## config.mk

```make
export PLATFORM = sky130hd
export DESIGN_NAME = decoder_nx2n_scan_flat
export DESIGN_NICKNAME = d
export VERILOG_FILES = /design/src/rtl/decoder_nx2n_scan_if.sv /design/src/rtl/decoder_nx2n_scan.sv /design/src/flat_wrapper.sv
export SDC_FILE = /design/constraint.sdc
export NUM_CORES = 1
export LEC_CHECK = 0
export ABC_AREA = 1
export CORE_MARGIN = 3
export CORE_UTILIZATION = 45
export CTS_CLUSTER_DIAMETER = 80
export DETAILED_ROUTE_END_ITERATION = 8
export PLACE_DENSITY = 0.76
export SETUP_SLACK_MARGIN = 0.3
export SYNTH_ARGS = -nofsm -noshare
export SYNTH_HDL_FRONTEND = slang
export SYNTH_SLANG_ARGS = --single-unit
```

## constraint.sdc

```tcl
create_clock -name clk -period 1.65 [get_ports clk]
set_input_delay 0.495 -clock clk [delete_from_list [all_inputs] [get_ports clk]]
set_output_delay 0.495 -clock clk [all_outputs]
set_load 0.005 [all_outputs]
```

## src/rtl/decoder_nx2n_scan_if.sv

```systemverilog
// decoder_nx2n_scan_if: control and decode bus between a sequencer driver and the decoder
interface decoder_nx2n_scan_if #(
    parameter int SEL_W = 3
) ();
    logic en;
    logic mode;
    logic load;
    logic [SEL_W-1:0] sel;
    logic [2**SEL_W-1:0] out;
    logic [SEL_W-1:0] idx;
    logic wrap;
    modport master (output en, mode, load, sel, input out, idx, wrap);
    modport slave (input en, mode, load, sel, output out, idx, wrap);
endinterface

```

## src/rtl/decoder_nx2n_scan.sv

```systemverilog
// decoder_nx2n_scan: registered N-to-2^N one-hot decoder with direct index and timed scan modes
module decoder_nx2n_scan #(
    parameter int SEL_W = 3,
    parameter int DWELL = 4,
    parameter bit ACTIVE_LOW = 1'b0
) (
    input logic clk,
    input logic rst,
    decoder_nx2n_scan_if.slave bus
);
    localparam int OUT_W = 2 ** SEL_W;
    localparam int DW = DWELL > 1 ? $clog2(DWELL) : 1;
    localparam logic [DW-1:0] LAST = DW'(DWELL - 1);
    typedef enum logic [1:0] {IDLE, DIRECT, SCAN} state_t;
    state_t state, state_n;
    logic [DW-1:0] dwell, dwell_n;
    logic [SEL_W-1:0] idx, idx_n;
    logic [OUT_W-1:0] out, out_n;
    logic wrap, wrap_n, step, adv;
    always_comb begin
        state_n = !bus.en ? IDLE : bus.mode ? SCAN : DIRECT;
        step = state == SCAN && state_n == SCAN && !bus.load;
        adv = step && dwell == LAST;
        idx_n = state_n == IDLE ? idx
              : bus.load ? bus.sel
              : (state_n == SCAN && state == IDLE) ? '0
              : adv ? idx + 1'b1
              : idx;
        dwell_n = step && !adv ? dwell + 1'b1 : '0;
        wrap_n = adv && &idx;
        // out is computed from the next index so it lands on the same edge as idx
        out_n = state_n == IDLE ? {OUT_W{ACTIVE_LOW}} : (OUT_W'(1) << idx_n) ^ {OUT_W{ACTIVE_LOW}};
    end
    always_ff @(posedge clk or posedge rst) begin
        if (rst) begin
            state <= IDLE;
            idx <= '0;
            dwell <= '0;
            wrap <= 1'b0;
            out <= {OUT_W{ACTIVE_LOW}};
        end else begin
            state <= state_n;
            idx <= idx_n;
            dwell <= dwell_n;
            wrap <= wrap_n;
            out <= out_n;
        end
    end
    assign bus.out = out;
    assign bus.idx = idx;
    assign bus.wrap = wrap;
endmodule

```

## src/flat_wrapper.sv

```systemverilog
// flat-port wrapper written by rule: the top's interface ports become plain ports
module decoder_nx2n_scan_flat 
#(
    parameter int SEL_W = 3,
    parameter int DWELL = 4,
    parameter bit ACTIVE_LOW = 1'b0
)
  (clk, rst, bus_en, bus_mode, bus_load, bus_sel, bus_out, bus_idx, bus_wrap);
  decoder_nx2n_scan_if #(.SEL_W(SEL_W)) bus_i ();
  input logic clk;
  input logic rst;
  input wire logic [$bits(bus_i.en)-1:0] bus_en;
  input wire logic [$bits(bus_i.mode)-1:0] bus_mode;
  input wire logic [$bits(bus_i.load)-1:0] bus_load;
  input wire logic [$bits(bus_i.sel)-1:0] bus_sel;
  output wire logic [$bits(bus_i.out)-1:0] bus_out;
  output wire logic [$bits(bus_i.idx)-1:0] bus_idx;
  output wire logic [$bits(bus_i.wrap)-1:0] bus_wrap;
  assign bus_i.en = bus_en;
  assign bus_i.mode = bus_mode;
  assign bus_i.load = bus_load;
  assign bus_i.sel = bus_sel;
  assign bus_out = bus_i.out;
  assign bus_idx = bus_i.idx;
  assign bus_wrap = bus_i.wrap;
  decoder_nx2n_scan #(.SEL_W(SEL_W), .DWELL(DWELL), .ACTIVE_LOW(ACTIVE_LOW)) u_core (.clk(clk), .rst(rst), .bus(bus_i));
endmodule
```

==> flow_metrics.tcl, run 1 <==
set metrics [dict create \
    status "completed" \
    hp-class "input pin to flop" \
    hold_viol_final 0 \
    critPathSlowestCell "dfrtp_1" \
    h-tree-depth 1 \
    wirelength_um 1530 \
    num_vias 617 \
    yosysWarnings 0 \
    rows 13 \
    finalSetupTns_ns 0 \
    criticalPathCategory "flop to flop" \
    cp_num_buf_inv 2 \
    p_int_mw 0.655 \
    ant_nets 0 \
    p_clk_share_pct 28.5 \
    worstMarginPinSlew_ns 0.359 \
    grt_overflow 0 \
    grt_pass1_vias 569 \
    grt_usage_pct 17.0 \
    drt_iter0_markers 13 \
    seq_area_frac_synth_pct 55.3 \
    io_pins 20 \
    cp_cell_sequence "buf_6 > ha_4 > ha_4 > inv_2 > nand4_1 > nand3_1 > o21ai_1 > nand2_2 > nor2_2" \
    startpoint_type "flop" \
    final_area_mm2 0.00106 \
    rsz0062_at_grt "true" \
    fin_crit_sh_pct 91.2 \
    worstSkewPairLatency_ns 0.28 \
    grt_pass1_wl_um 2550 \
    path_clk_slew_ns 0.10 \
    synth.avg_cell_area_um2 9.41 \
    die_area_mm2 0.00213 \
    cp-end-kind "flop" \
    die_h_um 46.1 \
    critPathMostFrequentCell "ha_4" \
    ys_seq_elements 16 \
    power_mw 0.895 \
    post_dp_cell_area_um2 993 \
    crit_path_max_incr_delay_ns 0.40 \
    place.gp.congestion 0.797 \
    drt-pass1-iter-count 4 \
    placed_cells 115 \
    start_util_pct 51.8 \
    required_ns 1.86 \
    leakage_nw 0.562 \
    grt_max_degree 17 \
    clockBufferDepth 2 \
    setup_viol 0 \
    synth_top_family_by_area "simple AND/OR/NAND/NOR gates" \
    cp_top_family "adder cells" \
    pwr-share-seq_pct 47.3 \
    root_buffer "clkbuf_4" \
    antenna_found_initial 0 \
    dp_hpwl_um 1120 \
    holdWs_ns 0.449 \
    fin_crit_ns 1.50 \
    antennaDiodeCount 0 \
    route.detailed.drc 0 \
    critPathMaxFanout 5 \
    ys_types 18 \
    p_comb_share_pct 24.1 \
    synth_adder_area_share_pct 5.18 \
    clock_sinks 16 \
    syn_inst 77 \
    synth_compound_area_share_pct 3.63 \
    wl_per_cell_um 12.2 \
    yosys.area_share.simple_pct 27.6 \
    die_w_um 46.1 \
    fmax_ghz 0.665 \
    area_growth_pct 46.3 \
    arrival_ns 1.72 \
    switchingPower_mw 0.240 \
    synth_nets 88 \
    drive_gt1_share_pct 45.9 \
    gr-usage-met2_pct 27.2 \
    drv_cap 0 \
    slew-limit-headroom_pct 75.9 \
    vdd_drop_max_v 0.000447 \
    met1_usage_pct 22.5 \
    coreArea_mm2 0.00140 \
    vias_per_cell 4.90 \
    grt.met3_usage_pct 4.30 \
    syn-cell-area_um2 724 \
    io_buffers 19 \
    p_per_area_mw_per_mm2 844 \
    synth_xor_area_share_pct 0 \
    top_usage_layer "met2" \
    synth_mux_area_share_pct 0 \
    cts_tree "done" \
    fin_worst_skew_ns 0.00153 \
    final_max_slew_viol_count 0 \
    fin_cells 126 \
    p_sw_share_pct 26.8 \
    nets 123 \
    cts_buffers 3 \
]
==> cells in the mapped netlist <==
cell type	count	area share, %
a21oi_2	1	1.2
nor2_8	1	2.8
inv_1	11	5.7
nand3_2	1	1.4
inv_2	2	1.0
ha_1	3	5.2
nor2_2	1	0.86
nand3b_1	1	1.0
nand3_1	1	0.69
dfrtp_1	16	55
nand4_1	3	2.6
nand2_2	2	1.7
nand2_1	16	8.3
nand2_4	1	1.6
o211ai_1	1	1.0
o21ai_1	2	1.4
nor2_1	13	6.7
buf_6	1	1.6
==> power by group through the flow <==
stage | logic [mW] | clock network, mW | registers, mW
4_1_cts | 0.213 | 0.264 | 0.424
6_report | 0.216 | 0.255 | 0.424
5_1_grt | 0.237 | 0.285 | 0.426
2_1_floorplan | 0.0888 | 0 | 0.437
3_3_place_gp | 0.165 | 0 | 0.436
3_5_place_dp | 0.173 | 0 | 0.437
==> layout make-up <==
cell class                 count  area (um2)
timing repair buffer          31         229
fill                         108         339
clock buffer                   4        36.3
inverter                      13        51.3
tap                           15        18.8
multi-input combinational     47         324
sequential                    16         400
==> layout by cell type, fill, tap and decap left out, types with 2 or more instances in the layout <==
master,count
clkdlybuf4s50_1,4
nor2_2,2
buf_6,4
buf_2,4
buf_4,10
nand2_1,12
inv_1,9
inv_2,3
dfrtp_1,16
nand4_1,3
nor2_1,11
ha_4,2
nand2_2,6
clkbuf_4,3
clkbuf_2,8
==> stage by stage <==
step / util, % / setup WS (ns)
after floorplan: - / 0.261
after global placement: 71.0 / -0.311
after detailed placement: 71.0 / -0.372
after CTS: 77.4 / 0.132
after global routing: 75.8 / 0.0398
final: 75.8 / 0.146
==> cells by family after synthesis <==
family / Yosys count
compound gates: 4
simple gates: 40
fa+ha+maj: 3
buf+inv: 14
flops: 16
==> registers in the layout (all words and copies together), names as in the netlist <==
name             count
u_core.state         2
u_core.bus.out       8
u_core.bus.wrap      1
u_core.dwell         2
u_core.bus.idx       3
==> worst paths after layout <==
kind | start | to | slack, ns | cells past startpoint
worst min-delay path | bus_mode | u_core.state[0] | 0.45 | 2
worst min register to register | u_core.dwell[0] | u_core.dwell[0] | 0.46 | 1
worst max-delay path | u_core.bus.idx[0] | u_core.bus.out[4] | 0.15 | 9
max in group asynchronous | rst | u_core.bus.out[4] | 0.96 | 3
min in group asynchronous | rst | u_core.bus.out[7] | 0.51 | 3
worst max register to register | u_core.bus.idx[0] | u_core.bus.out[4] | 0.15 | 9
==> worst register-to-register path: stages (launching register included) <==
cell	delay, ns
dfrtp_1	0.40
buf_6	0.13
ha_4	0.16
ha_4	0.26
inv_2	0.02
nand4_1	0.05
nand3_1	0.09
o21ai_1	0.10
nand2_2	0.12
nor2_2	0.12
==> layer usage <==
metal | part of all wire [%] | routed length (um)
met5 | 0 | 0
met4 | 1.8 | 27
met3 | 7.4 | 114
met2 | 47 | 727
met1 | 43 | 662
==> repair_timing <==
action	4_1_cts	5_1_grt
setup buffers	6	1
setup endpoints to repair	24	18
hold buffers	0	0
cloned	0	0
pin swaps	10	5
hold endpoints to repair	0	0
gates resized for setup	49	12
(Power assumes the default switching activity.)
==> inputs of run 2 (changes only) <==
--- a/config.mk
+++ b/config.mk
@@ -12,6 +12,7 @@
 export DETAILED_ROUTE_END_ITERATION = 8
 export PLACE_DENSITY = 0.76
 export SETUP_SLACK_MARGIN = 0.3
+export SLEW_MARGIN = 20
 export SYNTH_ARGS = -nofsm -noshare
 export SYNTH_HDL_FRONTEND = slang
 export SYNTH_SLANG_ARGS = --single-unit
==> results of run 2 <==
No change in the layout: final DEF, timing and power equal those of run 1.
